**src/rtl/symbol_packer_if.sv**
```systemverilog
// Byte-in / symbol-out bundle between the payload source, the packer and the nibble demux.
// master drives bytes and frame start; slave returns ready and the symbol stream.
interface symbol_packer_if;
    logic [7:0] inByte;
    logic       inValid;
    logic       outReady;
    logic       inStart;
    logic [3:0] outData;
    logic [1:0] outSel;
    logic       outValid;
    logic       outWordDone;

    modport master (
        output inByte, inValid, inStart,
        input  outReady, outData, outSel, outValid, outWordDone
    );

    modport slave (
        input  inByte, inValid, inStart,
        output outReady, outData, outSel, outValid, outWordDone
    );
endinterface

```
**src/rtl/symbol_packer.sv**
```systemverilog
// Small synchronous FIFO with a flush that may coincide with a push (the push lands as entry 0).
// Latency: a pushed word is poppable the cycle after the push; push_rdy is registered from next count.
module sync_fifo #(
    parameter int W     = 8,
    parameter int DEPTH = 4,
    parameter int PTR_W = 2
) (
    input  logic         clk,
    input  logic         rst_n,
    input  logic         clr,
    input  logic         push,
    input  logic [W-1:0] push_dat,
    output logic         push_rdy,
    input  logic         pop,
    output logic [W-1:0] pop_dat,
    output logic         empty
);
    logic [W-1:0]     mem [DEPTH];
    logic [PTR_W-1:0] wr_ptr, rd_ptr, wr_n, rd_n, wr_addr;
    logic [PTR_W:0]   cnt, cnt_n;
    logic             rdy_q;

    always_comb begin
        wr_n    = wr_ptr;
        rd_n    = rd_ptr;
        cnt_n   = cnt;
        wr_addr = wr_ptr;
        if (clr) begin
            rd_n    = '0;
            wr_addr = '0;
            wr_n    = push ? PTR_W'(1) : '0;
            cnt_n   = push ? (PTR_W+1)'(1) : '0;
        end else begin
            if (push) wr_n = wr_ptr + PTR_W'(1);
            if (pop)  rd_n = rd_ptr + PTR_W'(1);
            cnt_n = cnt + (PTR_W+1)'(push) - (PTR_W+1)'(pop);
        end
    end

    always_ff @(posedge clk) begin
        if (!rst_n) begin
            wr_ptr <= '0;
            rd_ptr <= '0;
            cnt    <= '0;
            rdy_q  <= 1'b0;
        end else begin
            wr_ptr <= wr_n;
            rd_ptr <= rd_n;
            cnt    <= cnt_n;
            rdy_q  <= (cnt_n != (PTR_W+1)'(DEPTH));
        end
    end

    // Storage needs no reset: occupancy alone decides what is readable.
    always_ff @(posedge clk) begin
        if (push) mem[wr_addr] <= push_dat;
    end

    assign pop_dat  = mem[rd_ptr];
    assign empty    = (cnt == '0);
    assign push_rdy = rdy_q;
endmodule

// Packs buffered payload bytes into a low-nibble-first symbol stream tagged with a 2-bit slot.
// Latency: byte accepted at edge k -> low nibble after k+2, high after k+3; backpressure only via outReady (FIFO full).
module symbol_packer #(
    parameter int DEPTH = 4,
    parameter int PTR_W = 2
) (
    input  logic            inClock,
    input  logic            inReset,
    symbol_packer_if.slave  bus
);
    typedef enum logic [1:0] {IDLE, LOW, HIGH} state_t;

    state_t     state_q, state_n;
    logic [7:0] byte_q;
    logic [1:0] slot_q;
    logic [3:0] data_q;
    logic [1:0] sel_q;
    logic       vld_q;
    logic       wd_q;

    logic       push, pop, fifo_empty, fifo_rdy, emit;
    logic [7:0] fifo_dat;
    logic [3:0] nibble;

    assign push = bus.inValid & fifo_rdy;

    sync_fifo #(.W(8), .DEPTH(DEPTH), .PTR_W(PTR_W)) u_fifo (
        .clk      (inClock),
        .rst_n    (inReset),
        .clr      (bus.inStart),
        .push     (push),
        .push_dat (bus.inByte),
        .push_rdy (fifo_rdy),
        .pop      (pop),
        .pop_dat  (fifo_dat),
        .empty    (fifo_empty)
    );

    always_comb begin
        state_n = state_q;
        pop     = 1'b0;
        emit    = 1'b0;
        nibble  = byte_q[3:0];
        case (state_q)
            IDLE: begin
                if (!fifo_empty) begin
                    pop     = 1'b1;
                    state_n = LOW;
                end
            end
            LOW: begin
                emit    = 1'b1;
                state_n = HIGH;
            end
            HIGH: begin
                emit   = 1'b1;
                nibble = byte_q[7:4];
                if (!fifo_empty) begin
                    pop     = 1'b1;
                    state_n = LOW;
                end else begin
                    state_n = IDLE;
                end
            end
            default: state_n = IDLE;
        endcase
        // A frame start abandons whatever byte is in flight.
        if (bus.inStart) begin
            pop     = 1'b0;
            emit    = 1'b0;
            state_n = IDLE;
        end
    end

    always_ff @(posedge inClock) begin
        if (!inReset) begin
            state_q <= IDLE;
            byte_q  <= '0;
            slot_q  <= '0;
            data_q  <= '0;
            sel_q   <= '0;
            vld_q   <= 1'b0;
            wd_q    <= 1'b0;
        end else begin
            state_q <= state_n;
            vld_q   <= emit;
            wd_q    <= emit && (slot_q == 2'd3);
            if (pop) byte_q <= fifo_dat;
            if (emit) begin
                data_q <= nibble;
                sel_q  <= slot_q;
                slot_q <= slot_q + 2'd1;
            end
            if (bus.inStart) slot_q <= '0;
        end
    end

    assign bus.outReady    = fifo_rdy;
    assign bus.outData     = data_q;
    assign bus.outSel      = sel_q;
    assign bus.outValid    = vld_q;
    assign bus.outWordDone = wd_q;
endmodule

```
**src/flat_wrapper.sv**
```systemverilog
// flat-port wrapper written by rule: the top's interface ports become plain ports
module symbol_packer_flat 
#(
    parameter int DEPTH = 4,
    parameter int PTR_W = 2
)
  (inClock, inReset, bus_inByte, bus_inValid, bus_inStart, bus_outReady, bus_outData, bus_outSel, bus_outValid, bus_outWordDone);
  symbol_packer_if bus_i ();
  input  logic inClock;
  input  logic inReset;
  input wire logic [$bits(bus_i.inByte)-1:0] bus_inByte;
  input wire logic [$bits(bus_i.inValid)-1:0] bus_inValid;
  input wire logic [$bits(bus_i.inStart)-1:0] bus_inStart;
  output wire logic [$bits(bus_i.outReady)-1:0] bus_outReady;
  output wire logic [$bits(bus_i.outData)-1:0] bus_outData;
  output wire logic [$bits(bus_i.outSel)-1:0] bus_outSel;
  output wire logic [$bits(bus_i.outValid)-1:0] bus_outValid;
  output wire logic [$bits(bus_i.outWordDone)-1:0] bus_outWordDone;
  assign bus_i.inByte = bus_inByte;
  assign bus_i.inValid = bus_inValid;
  assign bus_i.inStart = bus_inStart;
  assign bus_outReady = bus_i.outReady;
  assign bus_outData = bus_i.outData;
  assign bus_outSel = bus_i.outSel;
  assign bus_outValid = bus_i.outValid;
  assign bus_outWordDone = bus_i.outWordDone;
  symbol_packer #(.DEPTH(DEPTH), .PTR_W(PTR_W)) u_core (.inClock(inClock), .inReset(inReset), .bus(bus_i));
endmodule
```
**config.mk**
```make
export PLATFORM = sky130hd
export DESIGN_NAME = symbol_packer_flat
export DESIGN_NICKNAME = d
export VERILOG_FILES = /design/src/rtl/symbol_packer_if.sv /design/src/rtl/symbol_packer.sv /design/src/flat_wrapper.sv
export SDC_FILE = /design/constraint.sdc
export NUM_CORES = 1
export LEC_CHECK = 0
export ABC_AREA = 1
export CAP_MARGIN = 25
export CORE_MARGIN = 2
export CORE_UTILIZATION = 57
export DETAILED_ROUTE_END_ITERATION = 7
export PLACE_DENSITY_LB_ADDON = 0.08
export SYNTH_ARGS = -nofsm -noshare
export SYNTH_HDL_FRONTEND = slang
export SYNTH_SLANG_ARGS = --single-unit
```
**constraint.sdc**
```tcl
create_clock -name inClock -period 3.1 [get_ports inClock]
set_input_delay 0.31 -clock inClock [delete_from_list [all_inputs] [get_ports inClock]]
set_output_delay 0.31 -clock inClock [all_outputs]
set_load 0.02 [all_outputs]
```
==> impl_results.md <==
- Initial DRC count: roughly 110
- Die height: approximately 71 um
- Initial Utilization: 59.1%
- Via count: about 1,800
- Final Hold Vio Count: 0
- Most numerous cell in the Yosys netlist: nand2_1
- Max-slew violation count: 0
- Sequential power share: a little under half
- Final Cycle Share: a little over four fifths
- Post-Synth Simple-Gate Area: around a fifth
- Die W: about 70 um
- Gpl congestion: just over 0.8
- Syn. warnings: 0
- Cts repair resizes: 0
- Post-Syn Instances: about 280
- Register area share after synthesis: between 50% and 60%
- CTS Buf Count: 9
- Clk buf depth: 2
- Fillcell total: 352
- WL/cell: between 10 and 15 um
- Area of the multi-input gates: between 800 and 900 um^2
- Combinational power share: 11.6%
- Outcome: finished clean
- First-pass GRT wire length: between 6 and 7 mm
- Mux share of post-synthesis cell area: 0%
- Clock root cell: clkbuf_8
- CP Capture Type: flip-flop
- Residual DRC: 0
- Placed cell count: about 340
- Area share of fa/ha/maj cells after synthesis: 4.18%
- Mapped cell area: 2570 um^2
- Ant diodes: 0
- Clk pwr share: about two fifths
- Worst path required time: 3.38 ns
- Crit path launch type: flip-flop
- Hold-fix buffers at CTS: 0
- Post-synth top cells: 72 x nand2_1, 45 x nor2_1, 32 x edfxtp_1, 28 x dfxtp_1, 27 x inv_1
- Internal: 1.43 mW
- Routed vias/inst: approximately 5.0
- Top FF cell, synth: edfxtp_1
- Syn Area/Cell: approximately 9.3 um^2
- Fmax: slightly below 400 MHz
- WP data arrival: between 2 and 3 ns
- Clk sink count: 60
- Worst clock skew: 0.00865 ns
- Clock latency on the worst-skew pair: roughly 0.34 ns
- Area growth, synth to finish: 16.8%
- Post-synth top area cell: edfxtp_1
- Clock slew at reported path FFs: about 0.06 ns
- Synthesized-area fraction occupied by ao, oa, aoi and oai cells: under 10%
- Gr usage total: between 10% and 20%
- Setup Fix Bufs, Post-CTS: 0
- Post-synth EDFFs: 32
- Net switching power: around 0.44 mW
- Cell area power density: 624 nW/um^2
- Largest net degree at the start of global routing: 20
- Initial antenna violation count: 0
- Ranking of synthesized cells by area: edfxtp_1 37%, dfxtp_1 22%, nand2_1 11%, nor2_1 6.6%, inv_1 3.9%
- Final nets: 320
- Register Area: roughly 1500 um^2
- DRT Pass-1 Iters: 4
- TNS Setup: 0 ns
- Max VDD drop: a little over 0.4 mV
- Syn nets: 295
- RSZ-0062 raised after global routing: false
- Slew at the pin closest to its max-slew limit: 0.817 ns
- Ys async rst share: 0%
- Htree depth: 3
- Non-Filler Instances: about 360
- Max-cap violations: 0
- TritonCTS clock tree: yes
- Netlist cell types: 27
- Drt total wl: between 4 and 5 mm
- Largest fanout on the critical path: 9
- Vias in the first global route: between 1,000 and 1,500
- Top-area cell type share of the netlist area: a little under two fifths
- Fraction of layout cells with a size suffix above 1: a little under a tenth
- Final setup viols: 0
- Main combinational cell family by area after synthesis: simple AND/OR/NAND/NOR gates
- DP HPWL: 2.84 mm
- Core Region: 4350 um^2
- DRT antenna net count: 0
- Xor and xnor area share after synthesis: 0%
- I/O pin count: 21
- Slew margin rel.: a little under half
- Worst Hold Class: reg -> reg
- FP Rows: 24
- Static Leak: roughly 1.3 nW
- Min Clock Period, post-route: roughly 2.6 ns
- Sw Ratio: 23.6%
- Total congestion overflow: 0
- Worst Setup Path Type: reg -> reg
- Flops & latches, synth: 60
- Die area: approximately 5100 um^2
- IO buf count: 20
## path summary, 6_finish.rpt
kind	start	end	slack [ns]	cells past startpoint
hold reg to reg	u_core.u_fifo.wr_ptr[1]	u_core.u_fifo.wr_ptr[1]	0.46	1
setup reg to reg	u_core.state_q[0]	u_core.u_fifo.push_rdy	0.52	15
hold / removal	u_core.u_fifo.wr_ptr[1]	u_core.u_fifo.wr_ptr[1]	0.46	1
setup / recovery	u_core.state_q[0]	u_core.u_fifo.push_rdy	0.52	15
## routing by layer
metal  up-vias  track usage (%)  share of wire, %
met4         0             12.6               2.6
met3        11             5.70               5.3
met2        43             27.6                45
met1       795             24.9                47
met5         -                0                 0
li1        938                -                 -
## sequential cells by signal, indices dropped and copies added (netlist names)
signal and flops:
u_core.bus.outData 4, u_core.bus.outSel 2, u_core.bus.outValid 1, u_core.bus.outWordDone 1
u_core.byte_q 8, u_core.slot_q 2, u_core.state_q 2, u_core.u_fifo.cnt 3
u_core.u_fifo.mem 32, u_core.u_fifo.push_rdy 1, u_core.u_fifo.rd_ptr 2, u_core.u_fifo.wr_ptr 2
## critical path: stages, from the launching register on
cell and delay, ns:
dfxtp_1 0.33, inv_1 0.11, ha_1 0.43, inv_4 0.05, nand2_4 0.08, nand3_2 0.07, inv_1 0.06, ha_1 0.22
inv_1 0.06, ha_1 0.13, inv_1 0.05, fa_1 0.46, or2_2 0.28, nand2_1 0.07, nor2_1 0.04, nor2_1 0.07
## metrics by stage
stage	worst slack [ns]	hold WS, ns	instance area (um^2)	util (%)	power [mW]
floorplan	0.519	0.409	2570	-	1.07
global placement	0.554	0.445	2790	64.0	1.13
detailed placement	0.504	0.454	2790	64.0	1.13
CTS	0.497	0.463	3000	69.0	1.89
global route	0.319	0.503	3000	69.0	1.96
finish	0.516	0.462	3000	69.0	1.87
## cell families (layout without fill, tap and decap cells)
logic type               count (synthesis)  count (layout)
AND/OR/NAND/NOR                        129             129
flip-flops                              60              60
buffers and inverters                   42              72
AO/OA/AOI/OAI                           36              36
adder cells (fa/ha/maj)                  8               8
## power by group through the flow
stage	clock network, mW	logic, mW	registers [mW]
final	0.759	0.217	0.898
after global routing	0.806	0.250	0.901
after CTS	0.775	0.219	0.898
after detailed placement	0	0.218	0.914
after global placement	0	0.215	0.914
after floorplan	0	0.155	0.918
## final cells by class
type / instances / area share, %
Clock inverter: 5 / 2.54
Clock buffer: 11 / 4.71
Multi-Input combinational cell: 173 / 28.1
Tap cell: 52 / 2.17
Timing Repair Buffer: 23 / 7.42
Inverter: 33 / 4.38
Sequential cell: 60 / 50.7
## placed cells by master (no fill, tap or decap), types with 5 or more instances in the layout
| cell | instances |
|---|---|
| a21oi_1 | 5 |
| clkbuf_8 | 10 |
| clkdlybuf4s50_1 | 20 |
| o21ai_0 | 13 |
| dfxtp_1 | 28 |
| ha_1 | 7 |
| o211ai_1 | 5 |
| nand3_1 | 5 |
| inv_1 | 27 |
| edfxtp_1 | 32 |
| o21ai_1 | 9 |
| nand2_1 | 72 |
| nor2_1 | 45 |
Power figures use the tool's default switching activity.
